<file path="src/rtl/add64_scheduler_if.sv">
// Request/operand bus between two requesters and the shared serial 64-bit adder.
// The master modport is the requester side; the slave modport is the adder side.
interface add64_scheduler_if;
    logic        req0;
    logic        req1;
    logic [63:0] x0;
    logic [63:0] y0;
    logic [63:0] x1;
    logic [63:0] y1;
    logic        carry_in0;
    logic        carry_in1;
    logic        grant0;
    logic        grant1;
    logic        busy;
    logic        done;
    logic        done_id;
    logic [63:0] sum;
    logic        carry_out;

    modport master (
        output req0, req1, x0, y0, x1, y1, carry_in0, carry_in1,
        input  grant0, grant1, busy, done, done_id, sum, carry_out
    );

    modport slave (
        input  req0, req1, x0, y0, x1, y1, carry_in0, carry_in1,
        output grant0, grant1, busy, done, done_id, sum, carry_out
    );
endinterface

</file>
<file path="src/rtl/add64_scheduler.sv">
// Two-requester 64-bit adder built on one 4-bit slice: 1 grant cycle plus 16 nibble cycles per op,
// result after 16 RUN edges; requests are ignored (never queued) while an addition is in progress.
module add64_scheduler (
    input  logic                      i_clk,
    input  logic                      i_rst,
    add64_scheduler_if.slave          bus
);

    typedef enum logic {
        IDLE = 1'b0,
        RUN  = 1'b1
    } state_t;

    state_t      r_state;
    state_t      w_state_nxt;

    logic [3:0]  r_k;
    logic        r_carry;
    logic [63:0] r_x;
    logic [63:0] r_y;
    logic [63:0] r_acc;
    logic        r_last_sel;
    logic        r_grant0;
    logic        r_grant1;
    logic        r_done;
    logic        r_done_id;
    logic [63:0] r_sum;
    logic        r_carry_out;

    logic        w_start;
    logic        w_win;
    logic        w_finish;
    logic [5:0]  w_nib_base;
    logic [3:0]  w_x_nib;
    logic [3:0]  w_y_nib;
    logic [4:0]  w_nib;
    logic [63:0] w_acc_nxt;

    // Shared 4-bit slice: current nibble of each operand plus the running carry.
    always_comb begin
        w_nib_base = {r_k, 2'b00};
        w_x_nib    = r_x[w_nib_base +: 4];
        w_y_nib    = r_y[w_nib_base +: 4];
        w_nib      = {1'b0, w_x_nib} + {1'b0, w_y_nib} + {4'b0000, r_carry};
        w_acc_nxt  = r_acc;
        w_acc_nxt[w_nib_base +: 4] = w_nib[3:0];
    end

    always_comb begin
        w_state_nxt = r_state;
        w_start     = 1'b0;
        w_win       = r_last_sel;
        w_finish    = 1'b0;
        case (r_state)
            IDLE: begin
                if (bus.req0 || bus.req1) begin
                    w_start     = 1'b1;
                    w_state_nxt = RUN;
                    // On contention the requester not served last wins.
                    if (bus.req0 && bus.req1) begin
                        w_win = ~r_last_sel;
                    end else begin
                        w_win = bus.req1;
                    end
                end
            end
            RUN: begin
                if (r_k == 4'd15) begin
                    w_finish    = 1'b1;
                    w_state_nxt = IDLE;
                end
            end
            default: begin
                w_state_nxt = IDLE;
            end
        endcase
    end

    always_ff @(posedge i_clk or posedge i_rst) begin
        if (i_rst) begin
            r_state <= IDLE;
        end else begin
            r_state <= w_state_nxt;
        end
    end

    always_ff @(posedge i_clk or posedge i_rst) begin
        if (i_rst) begin
            r_k         <= 4'd0;
            r_carry     <= 1'b0;
            r_x         <= 64'd0;
            r_y         <= 64'd0;
            r_acc       <= 64'd0;
            r_last_sel  <= 1'b1;
            r_grant0    <= 1'b0;
            r_grant1    <= 1'b0;
            r_done      <= 1'b0;
            r_done_id   <= 1'b0;
            r_sum       <= 64'd0;
            r_carry_out <= 1'b0;
        end else begin
            r_grant0 <= w_start && !w_win;
            r_grant1 <= w_start && w_win;
            r_done   <= w_finish;
            if (w_start) begin
                r_x        <= w_win ? bus.x1 : bus.x0;
                r_y        <= w_win ? bus.y1 : bus.y0;
                r_carry    <= w_win ? bus.carry_in1 : bus.carry_in0;
                r_k        <= 4'd0;
                r_last_sel <= w_win;
            end else if (r_state == RUN) begin
                r_acc   <= w_acc_nxt;
                r_carry <= w_nib[4];
                r_k     <= r_k + 4'd1;
            end
            // Result registers take the accumulator including the nibble finished this edge.
            if (w_finish) begin
                r_sum       <= w_acc_nxt;
                r_carry_out <= w_nib[4];
                r_done_id   <= r_last_sel;
            end
        end
    end

    assign bus.grant0    = r_grant0;
    assign bus.grant1    = r_grant1;
    assign bus.busy      = (r_state == RUN);
    assign bus.done      = r_done;
    assign bus.done_id   = r_done_id;
    assign bus.sum       = r_sum;
    assign bus.carry_out = r_carry_out;

    a_grant_exclusive: assert property (@(posedge i_clk) disable iff (i_rst)
        !(r_grant0 && r_grant1));
    a_done_not_with_grant: assert property (@(posedge i_clk) disable iff (i_rst)
        !(r_done && (r_grant0 || r_grant1)));

endmodule

</file>
<file path="src/flat_wrapper.sv">
// flat-port wrapper written by rule: the top's interface ports become plain ports
module add64_scheduler_flat 
  (i_clk, i_rst, bus_req0, bus_req1, bus_x0, bus_y0, bus_x1, bus_y1, bus_carry_in0, bus_carry_in1, bus_grant0, bus_grant1, bus_busy, bus_done, bus_done_id, bus_sum, bus_carry_out);
  add64_scheduler_if bus_i ();
  input  logic i_clk;
  input  logic i_rst;
  input wire logic [$bits(bus_i.req0)-1:0] bus_req0;
  input wire logic [$bits(bus_i.req1)-1:0] bus_req1;
  input wire logic [$bits(bus_i.x0)-1:0] bus_x0;
  input wire logic [$bits(bus_i.y0)-1:0] bus_y0;
  input wire logic [$bits(bus_i.x1)-1:0] bus_x1;
  input wire logic [$bits(bus_i.y1)-1:0] bus_y1;
  input wire logic [$bits(bus_i.carry_in0)-1:0] bus_carry_in0;
  input wire logic [$bits(bus_i.carry_in1)-1:0] bus_carry_in1;
  output wire logic [$bits(bus_i.grant0)-1:0] bus_grant0;
  output wire logic [$bits(bus_i.grant1)-1:0] bus_grant1;
  output wire logic [$bits(bus_i.busy)-1:0] bus_busy;
  output wire logic [$bits(bus_i.done)-1:0] bus_done;
  output wire logic [$bits(bus_i.done_id)-1:0] bus_done_id;
  output wire logic [$bits(bus_i.sum)-1:0] bus_sum;
  output wire logic [$bits(bus_i.carry_out)-1:0] bus_carry_out;
  assign bus_i.req0 = bus_req0;
  assign bus_i.req1 = bus_req1;
  assign bus_i.x0 = bus_x0;
  assign bus_i.y0 = bus_y0;
  assign bus_i.x1 = bus_x1;
  assign bus_i.y1 = bus_y1;
  assign bus_i.carry_in0 = bus_carry_in0;
  assign bus_i.carry_in1 = bus_carry_in1;
  assign bus_grant0 = bus_i.grant0;
  assign bus_grant1 = bus_i.grant1;
  assign bus_busy = bus_i.busy;
  assign bus_done = bus_i.done;
  assign bus_done_id = bus_i.done_id;
  assign bus_sum = bus_i.sum;
  assign bus_carry_out = bus_i.carry_out;
  add64_scheduler u_core (.i_clk(i_clk), .i_rst(i_rst), .bus(bus_i));
endmodule
</file>
<file path="config.mk">
export PLATFORM = sky130hd
export DESIGN_NAME = add64_scheduler_flat
export DESIGN_NICKNAME = d
export VERILOG_FILES = /design/src/rtl/add64_scheduler_if.sv /design/src/rtl/add64_scheduler.sv /design/src/flat_wrapper.sv
export SDC_FILE = /design/constraint.sdc
export NUM_CORES = 1
export LEC_CHECK = 0
export BUFFER_PORTS_ARGS = -buffer_cell sky130_fd_sc_hd__buf_4
export CAP_MARGIN = 20
export CORE_ASPECT_RATIO = 0.9
export CORE_MARGIN = 2
export CORE_UTILIZATION = 53
export DETAILED_ROUTE_END_ITERATION = 16
export PLACE_DENSITY = 0.91
export SLEW_MARGIN = 20
export SYNTH_ARGS = -nofsm -noshare
export SYNTH_HDL_FRONTEND = slang
export SYNTH_SLANG_ARGS = --single-unit
export TNS_END_PERCENT = 30
</file>
<file path="constraint.sdc">
create_clock -name i_clk -period 14.7 [get_ports i_clk]
set_clock_uncertainty 0.05 [all_clocks]
set_input_delay 4.41 -clock i_clk [delete_from_list [all_inputs] [get_ports i_clk]]
set_output_delay 4.41 -clock i_clk [all_outputs]
set_load 0.01 [all_outputs]
</file>
==> results by group <==
Worst hold path
  – Hold/Removal Path Class: flip-flop to flip-flop

STA
  – Final Cycle Share: 0.413
  – Max-slew violation count: 0
  – Setup repair after global routing missed its margin: no
  – Setup-violating endpoint count in the final report: 0
  – Worst-Margin Slew: 1090 ps
  – Clock period minus final worst setup slack: just over 6000 ps
  – Fmax: 165 MHz
  – Post-route setup TNS: 0 ps
  – Number of hold-slack violations in the final timing report: 0
  – Worst hold slack: 410 ps
  – Tightest slew margin relative to the limit: 0.269

Floorplanning
  – Starting Density: 0.539
  – Width of the die: 166 µm
  – Floorplan row count: 53
  – Die footprint: 25000 µm²
  – I/O pin total: 332
  – Die Span Y: ~150 µm
  – Placeable core area: 23300 µm²

Clock tree
  – Clk root buf: clkbuf_16
  – Clock tree from TritonCTS: yes
  – Clock tree buffer depth: 3
  – Clock latency at the later pin of the worst-skew pair: 550 ps
  – H-tree levels: 1
  – Clk pin slew, worst setup/hold paths: 60 ps
  – TritonCTS Sinks: ~270
  – Number of buffers created by CTS: 27
  – Count of instances resized after the clock tree is built: 0
  – Count of hold buffers inserted by post-cts repair: 0
  – Buffer count from post-CTS setup fixing: 0

Cells and area
  – Area growth from synthesis to final layout: 28.0%
  – Nets: 1788
  – Number of fill cells in the layout: 1689
  – Fraction of layout cells with a size suffix above 1: 0.292

Synthesis
  – Post-synthesis instance area: ~13000 µm²
  – Most area-hungry cell type in the Yosys netlist: dfrtp_1
  – Avg Cell Area, Syn: 10.1 µm²
  – Part of the Yosys area used for sequential elements: 0.533
  – Number of synthesized register bits: 268
  – Post-synth net total: roughly 1500
  – Number of warning messages in the yosys log: 0
  – Number of distinct standard cells referenced by the synthesized netlist: 48
  – Yosys top cell area share: 0.531
  – Post-synthesis cell count: ~1200
  – Top cells by area in the synthesized netlist: dfrtp_1, nand2_1, a32oi_1

Global routing
  – Global Route Usage Sum: 0.300
  – Global-route wire length before repair: about 59000 µm
  – Total gr overflow: 0
  – Number of global-route vias before repair: about 11000
  – Antenna violations before repair: 2
  – Pin count of the biggest net entering global routing: 130

Route
  – Routed wirelength normalized by instance count: 20.8 µm
  – Antenna-violating nets left: 0
  – Routed wire length: ~38000 µm
  – First-pass iteration count of the detailed router: 5
  – Via count: 11100
  – First DRT Iteration DRCs: between 900 and 1000
  – DR DRC count: 0
  – Routed vias/inst: between 6 and 7

Placed design
  – Final RePlAce weighted congestion: ~0.84
  – Hpwl dp: 26200 µm
  – Port Buf Inserts: between 300 and 400

Setup path
  – CP max FO: 76
  – Capturing element type of the critical path: flip-flop
  – Worst Path Required: 15120 ps
  – Kind of start point of the critical path: input port
  – Data arrival time of the critical path: 6490 ps
  – Kind of critical path: input port to flip-flop

Pwr
  – Peak supply drop: about 0.26 mV
  – Power per standard cell area: 246 nW/µm²
  – Leakage: 8.06 nW

Job
  – Max cap viols: 0

Outcome
  – Outcome: finished, final reports clean
==> area by class of cell <==
class / count / area (µm²) / area share
inverters: 12 / 52.6 / 0.00326
flip-flops and latches: 268 / 6710 / 0.417
well taps: 302 / 378 / 0.0235
clock buffers: 40 / 774 / 0.0481
clock inverters: 10 / 120 / 0.00746
repair buffers: 346 / 2610 / 0.162
diodes: 2 / 5.00 / 0.000311
multi-input cells: 864 / 5450 / 0.339
==> cells in the mapped netlist (all sizes together) <==
cell	instances
a21o	2
dfrtp	267
a22oi	8
nand4	7
nor2b	5
o211ai	3
o21ai	82
a31oi	2
ha	5
clkinv	1
and3	2
nand3	13
nor3b	2
a2111oi	1
fa	2
nand2	399
mux4	16
a211o	1
xor2	4
clkbuf	90
and4	1
a32oi	128
nand2b	2
inv	11
a221oi	16
or3b	1
a2bb2oi	3
nor4bb	1
xnor2	2
a21oi	14
buf	15
nor2	23
mux2	33
nor4	1
and2	4
o21a	2
mux2i	70
o2bb2ai	1
nor3	2
dfstp	1
nand3b	6
==> critical path: stages <==
cell and delay, ps:
buf_4 140, nor3b_1 160, a21oi_4 120, buf_4 490, buf_4 720, a32oi_1 240, nand2_1 130
==> report_power, final <==
group          total, W  switching (W)  leakage, nW  internal [W]
Combinational   0.00194        0.00125         4.25      0.000692
Clock          0.000696       0.000294        0.436      0.000402
Sequential      0.00132       0.000244         3.38       0.00108
==> registers in the layout, summed over array words and instances, names as in the netlist <==
name / cells
u_core.bus.busy: 1
u_core.r_x: 64
u_core.bus.sum: 64
u_core.r_last_sel: 1
u_core.bus.grant0: 1
u_core.r_k: 4
u_core.bus.carry_out: 1
u_core.bus.done: 1
u_core.bus.grant1: 1
u_core.r_carry: 1
u_core.r_acc: 64
u_core.bus.done_id: 1
u_core.r_y: 64
==> routing by layer <==
| metal | share of wire | global-route usage |
|---|---|---|
| met1 | 0.38 | 0.367 |
| met2 | 0.51 | 0.537 |
| met3 | 0.072 | 0.0481 |
| met4 | 0.036 | 0.120 |
| met5 | 0 | 0 |
==> logic make-up after synthesis <==
kind of cell,count (synthesis),share of synthesized area
buffers and inverters,117,0.0367
adders and majority gates,7,0.00815
DFF,268,0.533
muxes,119,0.114
xor gates and xnor gates,6,0.00418
AOI/OAI and AO/OA,263,0.155
and+or+nand+nor,469,0.150
==> worst paths after layout <==
path | start | end | slack (ps) | depth (start not counted)
worst min register to register | u_core.r_x[61]$_DFFE_PP0P_ | u_core.r_x[61]$_DFFE_PP0P_ | 410 | 2
worst max-delay path | bus_req1 | u_core.r_y[40]$_DFFE_PP0P_ | 8630 | 7
max in group asynchronous | i_rst | u_core.r_k[0]$_DFFE_PP0P_ | 9220 | 3
worst min-delay path | u_core.r_x[61]$_DFFE_PP0P_ | u_core.r_x[61]$_DFFE_PP0P_ | 410 | 2
worst max register to register | u_core.r_k[0]$_DFFE_PP0P_ | u_core.bus.sum[37]$_DFFE_PP0P_ | 9660 | 11
min in group asynchronous | i_rst | u_core.bus.sum[57]$_DFFE_PP0P_ | 3980 | 2
==> layout by cell type, fill, tap and decap left out, drive strengths merged, types with 3 or more instances in the layout <==
cell,instances
a2bb2oi,3
nand4,7
dfrtp,267
mux2i,70
and2,4
clkinv,6
nand2,399
nand3,13
nor2b,5
inv,12
a32oi,128
clkbuf,40
mux4,16
a22oi,8
nor2,23
a21oi,14
o21ai,82
nand3b,6
o211ai,3
mux2,33
xor2,4
a221oi,16
buf,346
ha,5
==> per-stage QoR <==
step	total power (W)	worst slack (ps)	area [µm²]	std cells	util
final	0.00396	8630	16100	1844	0.690
after global routing	0.00419	8540	16100	1844	0.690
after CTS	0.00394	8690	16100	1842	0.689
after detailed placement	0.00323	8140	15200	1792	0.651
after global placement	0.00314	8210	15200	1792	0.651
after floorplan	0.00249	2860	12600	1249	-
Power figures use the tool's default switching activity.
